File: src/rtl/battlechip_ai_pkg.sv
// -----------------------------------------------------------------------------
// battlechip_ai_pkg
// Shared definitions for the AI targeting blocks: grid geometry, density
// width, the target-selector FSM states, the registered target record and
// a divide-free index to (x, y) conversion helper.
// Configuration macro used by the consumers of this package: AI_PARITY_EN.
// -----------------------------------------------------------------------------
package battlechip_ai_pkg;

   localparam int GRID_DIM  = 10;
   localparam int NUM_CELLS = GRID_DIM * GRID_DIM;
   localparam int DENS_W    = 6;
   localparam int IDX_W     = 7;
   localparam int COORD_W   = 4;

   typedef enum logic [1:0] {
      IDLE = 2'd0,
      SCAN = 2'd1,
      DONE = 2'd2
   } sel_state_t;

   typedef struct packed {
      logic [IDX_W-1:0]   idx;
      logic [COORD_W-1:0] x;
      logic [COORD_W-1:0] y;
      logic [DENS_W-1:0]  dens;
      logic               none;
   } target_t;

   // Row is found with a chain of constant compares against row base
   // offsets, so no divider is built. Returns {y, x}.
   function automatic logic [2*COORD_W-1:0] idx_to_xy(input logic [IDX_W-1:0] idx);
      logic [COORD_W-1:0] row;
      logic [IDX_W-1:0]   base;
      row  = '0;
      base = '0;
      for (int r = 1; r < GRID_DIM; r++) begin
         if (idx >= IDX_W'(r * GRID_DIM)) begin
            row  = COORD_W'(r);
            base = IDX_W'(r * GRID_DIM);
         end
      end
      return {row, COORD_W'(idx - base)};
   endfunction

endpackage

File: src/rtl/ai_best_tracker.sv
// -----------------------------------------------------------------------------
// ai_best_tracker
// Holds one running maximum over a stream of candidate cells. A candidate
// replaces the held best when it is valid and either nothing is held yet or
// its density is strictly greater, so ties keep the earliest index.
// Ports:
//   clk, rst_n   clock, asynchronous active-low reset
//   clear        drop the held best (start of a new scan)
//   cand_valid   candidate is eligible this cycle
//   cand_idx     candidate cell index
//   cand_dens    candidate density
//   found        a best is held
//   best_idx     index of the held best
//   best_dens    density of the held best
// -----------------------------------------------------------------------------
module ai_best_tracker
   import battlechip_ai_pkg::*;
(
   input  logic              clk,
   input  logic              rst_n,
   input  logic              clear,
   input  logic              cand_valid,
   input  logic [IDX_W-1:0]  cand_idx,
   input  logic [DENS_W-1:0] cand_dens,
   output logic              found,
   output logic [IDX_W-1:0]  best_idx,
   output logic [DENS_W-1:0] best_dens
);

   always_ff @(posedge clk or negedge rst_n) begin
      if (!rst_n) begin
         found     <= 1'b0;
         best_idx  <= '0;
         best_dens <= '0;
      end else if (clear) begin
         found     <= 1'b0;
         best_idx  <= '0;
         best_dens <= '0;
      end else if (cand_valid && (!found || (cand_dens > best_dens))) begin
         found     <= 1'b1;
         best_idx  <= cand_idx;
         best_dens <= cand_dens;
      end
   end

endmodule

File: src/rtl/ai_target_select.sv
// -----------------------------------------------------------------------------
// ai_target_select
// Scans the density map one cell per cycle in row-major order after a start
// pulse and offers the highest-density unfired cell as the next shot on a
// valid/ready handshake. The density map and fired flags are not captured;
// they must stay stable from start until target_valid.
// Optional feature macro: AI_PARITY_EN adds a checkerboard tracker over cells
// with even (x+y); its result takes priority whenever it found a cell.
// Ports:
//   clk, rst_n        clock, asynchronous active-low reset
//   start             scan request, honoured only while idle
//   density           per-cell density, index y*GRID_DIM + x
//   fired             per-cell already-shot flag
//   busy              scan running or target pending
//   target_valid      target outputs hold a result
//   target_ready      consumer accepts the target
//   target_idx/x/y    selected cell and its coordinates
//   target_density    density of the selected cell
//   no_target         no unfired cell existed (qualified by target_valid)
// Overrides of DENS_W must match the package DENS_W.
// -----------------------------------------------------------------------------
module ai_target_select
   import battlechip_ai_pkg::*;
#(
   parameter int GRID_DIM = 10,
   parameter int DENS_W   = 6
) (
   input  logic                                       clk,
   input  logic                                       rst_n,
   input  logic                                       start,
   input  logic [GRID_DIM*GRID_DIM-1:0][DENS_W-1:0]   density,
   input  logic [GRID_DIM*GRID_DIM-1:0]               fired,
   output logic                                       busy,
   output logic                                       target_valid,
   input  logic                                       target_ready,
   output logic [IDX_W-1:0]                           target_idx,
   output logic [COORD_W-1:0]                         target_x,
   output logic [COORD_W-1:0]                         target_y,
   output logic [DENS_W-1:0]                          target_density,
   output logic                                       no_target
);

   localparam logic [COORD_W-1:0] LAST_COORD = COORD_W'(GRID_DIM - 1);

   sel_state_t          state_q, state_d;
   logic [COORD_W-1:0]  x_q, y_q;
   logic                scan_end_q;
   target_t             tgt_q;
   logic                valid_q;

   logic [IDX_W-1:0]    cur_idx;
   logic [DENS_W-1:0]   cur_dens;
   logic                eval_cell, eligible, clear;

   logic                any_found;
   logic [IDX_W-1:0]    any_idx;
   logic [DENS_W-1:0]   any_dens;

   logic                sel_found;
   logic [IDX_W-1:0]    sel_idx;
   logic [DENS_W-1:0]   sel_dens;
   logic [2*COORD_W-1:0] sel_xy;

   // Current cell comes from the row/column counters; only a constant
   // multiply is needed, never a divide.
   assign cur_idx   = IDX_W'(y_q) * IDX_W'(GRID_DIM) + IDX_W'(x_q);
   assign cur_dens  = density[cur_idx];
   assign eval_cell = (state_q == SCAN) && !scan_end_q;
   assign eligible  = eval_cell && !fired[cur_idx];
   assign clear     = (state_q == IDLE) && start;

   ai_best_tracker u_any (
      .clk        (clk),
      .rst_n      (rst_n),
      .clear      (clear),
      .cand_valid (eligible),
      .cand_idx   (cur_idx),
      .cand_dens  (cur_dens),
      .found      (any_found),
      .best_idx   (any_idx),
      .best_dens  (any_dens)
   );

`ifdef AI_PARITY_EN
   logic                even_cell;
   logic                par_found;
   logic [IDX_W-1:0]    par_idx;
   logic [DENS_W-1:0]   par_dens;

   // (x+y) is even exactly when the low bits of x and y agree.
   assign even_cell = ~(x_q[0] ^ y_q[0]);

   ai_best_tracker u_par (
      .clk        (clk),
      .rst_n      (rst_n),
      .clear      (clear),
      .cand_valid (eligible && even_cell),
      .cand_idx   (cur_idx),
      .cand_dens  (cur_dens),
      .found      (par_found),
      .best_idx   (par_idx),
      .best_dens  (par_dens)
   );

   assign sel_found = par_found | any_found;
   assign sel_idx   = par_found ? par_idx  : any_idx;
   assign sel_dens  = par_found ? par_dens : any_dens;
`else
   assign sel_found = any_found;
   assign sel_idx   = any_idx;
   assign sel_dens  = any_dens;
`endif

   assign sel_xy = idx_to_xy(sel_idx);

   // FSM state register
   always_ff @(posedge clk or negedge rst_n) begin
      if (!rst_n) state_q <= IDLE;
      else        state_q <= state_d;
   end

   // FSM next state; SCAN lasts one extra cycle after cell 99 so the
   // tracker holds its final value when the target is registered.
   always_comb begin
      state_d = state_q;
      case (state_q)
         IDLE:    if (start) state_d = SCAN;
         SCAN:    if (scan_end_q) state_d = DONE;
         DONE:    if (valid_q && target_ready) state_d = IDLE;
         default: state_d = IDLE;
      endcase
   end

   // Scan counters and target register
   always_ff @(posedge clk or negedge rst_n) begin
      if (!rst_n) begin
         x_q        <= '0;
         y_q        <= '0;
         scan_end_q <= 1'b0;
         tgt_q      <= '0;
         valid_q    <= 1'b0;
      end else begin
         case (state_q)
            IDLE: begin
               if (start) begin
                  x_q        <= '0;
                  y_q        <= '0;
                  scan_end_q <= 1'b0;
               end
            end
            SCAN: begin
               if (!scan_end_q) begin
                  if (x_q == LAST_COORD) begin
                     x_q <= '0;
                     if (y_q == LAST_COORD) scan_end_q <= 1'b1;
                     else                   y_q <= y_q + 1'b1;
                  end else begin
                     x_q <= x_q + 1'b1;
                  end
               end else begin
                  valid_q <= 1'b1;
                  if (sel_found) begin
                     tgt_q <= '{idx: sel_idx, x: sel_xy[COORD_W-1:0],
                                y: sel_xy[2*COORD_W-1:COORD_W],
                                dens: sel_dens, none: 1'b0};
                  end else begin
                     tgt_q <= '{idx: '0, x: '0, y: '0, dens: '0, none: 1'b1};
                  end
               end
            end
            DONE: begin
               if (valid_q && target_ready) valid_q <= 1'b0;
            end
            default: ;
         endcase
      end
   end

   assign busy           = (state_q != IDLE);
   assign target_valid   = valid_q;
   assign target_idx     = tgt_q.idx;
   assign target_x       = tgt_q.x;
   assign target_y       = tgt_q.y;
   assign target_density = tgt_q.dens;
   assign no_target      = tgt_q.none;

endmodule

File: config.mk
export PLATFORM = sky130hd
export DESIGN_NAME = ai_target_select
export DESIGN_NICKNAME = d
export VERILOG_FILES = /design/src/rtl/battlechip_ai_pkg.sv /design/src/rtl/ai_best_tracker.sv /design/src/rtl/ai_target_select.sv
export SDC_FILE = /design/constraint.sdc
export NUM_CORES = 1
export LEC_CHECK = 0
export CAP_MARGIN = 10
export CORE_AREA = 2 2 281 283
export DETAILED_ROUTE_END_ITERATION = 12
export DIE_AREA = 0 0 283 285
export PLACE_DENSITY = 0.4
export SKIP_CTS_REPAIR_TIMING = 1
export SLEW_MARGIN = 30
export SYNTH_ARGS = -nofsm -noshare
export SYNTH_HDL_FRONTEND = slang
export SYNTH_SLANG_ARGS = --single-unit
File: constraint.sdc
create_clock -name clk -period 4.2 [get_ports clk]
set_clock_uncertainty 0.05 [all_clocks]
set_input_delay 0.63 -clock clk [delete_from_list [all_inputs] [get_ports clk]]
set_output_delay 0.63 -clock clk [all_outputs]
set_load 0.005 [all_outputs]
==> reports/metrics.yaml <==
drt-wirelength-per-cell_um: 25.54
vdd_drop_max_uv: 124.9
power.density_mw_per_mm2: 104.1
hold_path_class: "in -> async"
p_comb_share_pct: 48.9
setup_ws_ps: -469.2
rows: 103
total_power_mw: 1.954
critPathCaptureType: "flip-flop"
grt.total_usage_pct: 15.66
path_clk_slew_ps: 80
io_buffers: 727
vias: 10168
fin_area_mm2: 0.01878
synth_flop_cell: "dfrtp_1"
drc_errors: 0
whs_ps: 68.15
tightest_slew_ps: 620.4
place_inst: 2534
failed_checks: "negative setup slack"
antenna_found_initial: 24
hold_viol_final: 0
intPower_mw: 1.516
gp_congestion: 0.9100
synthesis.area_mm2: 0.008444
first_global_vias: 11241
grt_pass1_wl_um: 89260
p_clk_share_pct: 28.0
maxSlewHeadroom_pct: 58.64
async_flop_share_pct: 100.0
switching_share_pct: 22.43
firstDrtPassIters: 5
synth-edff-count: 0
seq_power_share_pct: 23.1
p_leak_nw: 6.825
die-area_mm2: 0.08066
place_area_mm2: 0.01794
final_nets: 2244
cp_data_required_time_ps: 4340
dieHeight_um: 285
area_growth_pct: 122.4
fin_crit_sh_pct: 111.2
core_region_area_mm2: 0.07797
cap_violations: 0
cts.sinks: 47
ys_ff_latch: 47
start_kind: "flip-flop"
outcome: "finished with violations"
max_freq_ghz: 0.2142
syn_nets: 1428
grt_max_degree: 39
cts_made_buffers: 5
io_pins: 728
postSynthAreaPerCell_um2: 12.01
wirelength_um: 65840
crit_arrival_ps: 4810
avgViaCountPerCell: 3.944
drive_gt1_share_pct: 27.76
dp_hpwl_um: 58720
grt_setup_unrepaired: "yes"
gr-total-overflow: 0
finalMaxSlewViolations: 0
h-tree-depth: 2
yosys_warnings: 0
dr.first_iter.drc_count: 422
clock_path_buffers: 2
ys_types: 52
root_buffer: "clkbuf_16"
cp_max_fo: 8
cts_tree: "yes"
layout.cells.non_filler: 2578
setup-tns-final_ps: -6095
worst-setup-path-type: "reg -> reg"
post-route-min-period_ps: 4669
finalSetupViolations: 14
insertion_delay_ps: 300
syn-instance-count: 703
seq_area_frac_synth_pct: 13.93
initial_core_util_pct: 10.83
p_sw_mw: 0.4382
die_x_um: 283
ant_nets: 0
-- kinds of logic (layout without fill, tap and decap cells) --
group,after synthesis,count (layout),share of synthesized area (%)
mux,229,229,56.29
simple gates,182,182,9.409
compound gates,117,117,9.987
buf+inv,95,912,5.749
flops,47,47,13.93
fa+ha+maj,22,22,3.497
xor+xnor,11,11,1.141
other cells,0,8,0
-- placed cells by master (no fill, tap or decap), drive strengths merged, types with 6 or more instances in the layout --
cell type and n:
dfrtp 47, nand3 9, clkdlybuf4s50 726, a21oi 16, clkbuf 8, diode 8, xor2 6, o31ai 13
a2111oi 13, ha 18, nand2 103, nor2 31, mux2i 23, o21ai 23, buf 153, a211oi 7
and2 9, mux4 195, and3 8, inv 23, mux2 11
-- final cells by class --
type	count	area [µm²]
Antenna cell	8	20.02
Clock buffer	5	125.1
Clock inverter	3	71.32
Fill cell	8368	59190
Inverter	22	82.58
Multi-Input combinational cell	561	7186
Sequential cell	47	1180
Tap cell	1050	1314
Timing Repair Buffer	882	8801
-- state kept, by name, summed over array words and instances (netlist names) --
signal / flops
u_any.found: 1
target_idx: 7
u_any.best_dens: 6
u_any.best_idx: 7
y_q: 4
state_q: 2
no_target: 1
target_density: 6
scan_end_q: 1
target_valid: 1
x_q: 4
target_x: 3
target_y: 4
-- critical path, cell delays in order, from the launching register on --
cell	delay, ps
dfrtp_1	420
buf_4	150
buf_4	150
fa_4	490
buf_6	150
a21o_1	170
a22oi_2	160
buf_6	180
buf_8	150
nand2_8	60
a211oi_4	250
a2111oi_4	80
o32a_1	390
ha_1	290
nor2b_1	130
o21a_1	160
o211ai_1	220
a21oi_2	90
o211ai_1	170
nand4b_4	260
mux2_2	350
-- power by group through the flow --
stage          sequential, mW  combinational [mW]  clock (mW)
2_1_floorplan           0.461               0.168           0
3_3_place_gp            0.461               0.945           0
3_5_place_dp            0.461               0.954           0
6_report                0.452               0.955       0.547
4_1_cts                 0.452               0.961       0.556
5_1_grt                 0.452                1.00       0.575
-- synthesized netlist by cell type, types with 3 or more instances --
| cell type | number | area share (%) |
|---|---|---|
| a22oi_1 | 4 | 0.36 |
| a21oi_1 | 16 | 0.95 |
| and2_1 | 9 | 0.67 |
| buf_2 | 13 | 0.77 |
| fa_1 | 3 | 0.71 |
| xor2_1 | 6 | 0.62 |
| a22o_1 | 4 | 0.41 |
| a2111oi_0 | 12 | 1.2 |
| buf_1 | 5 | 0.22 |
| and3_1 | 8 | 0.59 |
| a211oi_1 | 7 | 0.62 |
| o32a_1 | 4 | 0.47 |
| a31oi_1 | 5 | 0.37 |
| nor3_1 | 5 | 0.30 |
| a41oi_1 | 3 | 0.31 |
| inv_1 | 22 | 0.98 |
| o211ai_1 | 3 | 0.27 |
| xnor2_1 | 5 | 0.52 |
| nand2_1 | 103 | 4.6 |
| nand3_1 | 9 | 0.53 |
| clkbuf_1 | 32 | 1.4 |
| mux4_2 | 195 | 52 |
| nor4_1 | 3 | 0.22 |
| mux2_2 | 9 | 1.2 |
| ha_1 | 18 | 2.7 |
| mux2i_1 | 23 | 2.7 |
| nor2_1 | 31 | 1.4 |
| o22ai_1 | 3 | 0.22 |
| buf_4 | 16 | 1.4 |
| a21boi_0 | 3 | 0.27 |
| dfrtp_1 | 47 | 14 |
| o21ai_0 | 22 | 1.3 |
| o21a_1 | 3 | 0.27 |
| buf_6 | 7 | 0.93 |
| a31o_1 | 3 | 0.31 |
| nand4_1 | 5 | 0.37 |
| o31ai_1 | 13 | 1.2 |
| nor2b_1 | 4 | 0.30 |
-- per-layer routing --
layer  vias up  global-route usage, %  share of wire [%]
met2       460                  28.59                 52
met1      5091                  18.93                 41
li1       4578                      -                  -
met5         -                      0              0.070
met3        31                  3.768                6.1
met4         8                  2.141               0.68
-- worst paths after layout --
check,from,depth (start not counted),to,slack (ps)
min reg2reg,target_density[5],2,target_density[5],430
max reg2reg,y_q[1],20,u_any.best_dens[1],-470
max,y_q[1],20,u_any.best_dens[1],-470
min in group clk,target_density[5],2,target_density[5],430
min,rst_n,1,target_idx[4],70
max in group asynchronous,rst_n,3,target_y[3],3490
-- stage by stage --
step	worst slack [ps]	utilization, %
6_report	-469.2	24.09
5_1_grt	-633.6	24.08
3_5_place_dp	-569.7	23.01
3_3_place_gp	-540.1	22.95
4_1_cts	-662.8	23.26
2_1_floorplan	-123.4	-
Power figures use the tool's default switching activity.
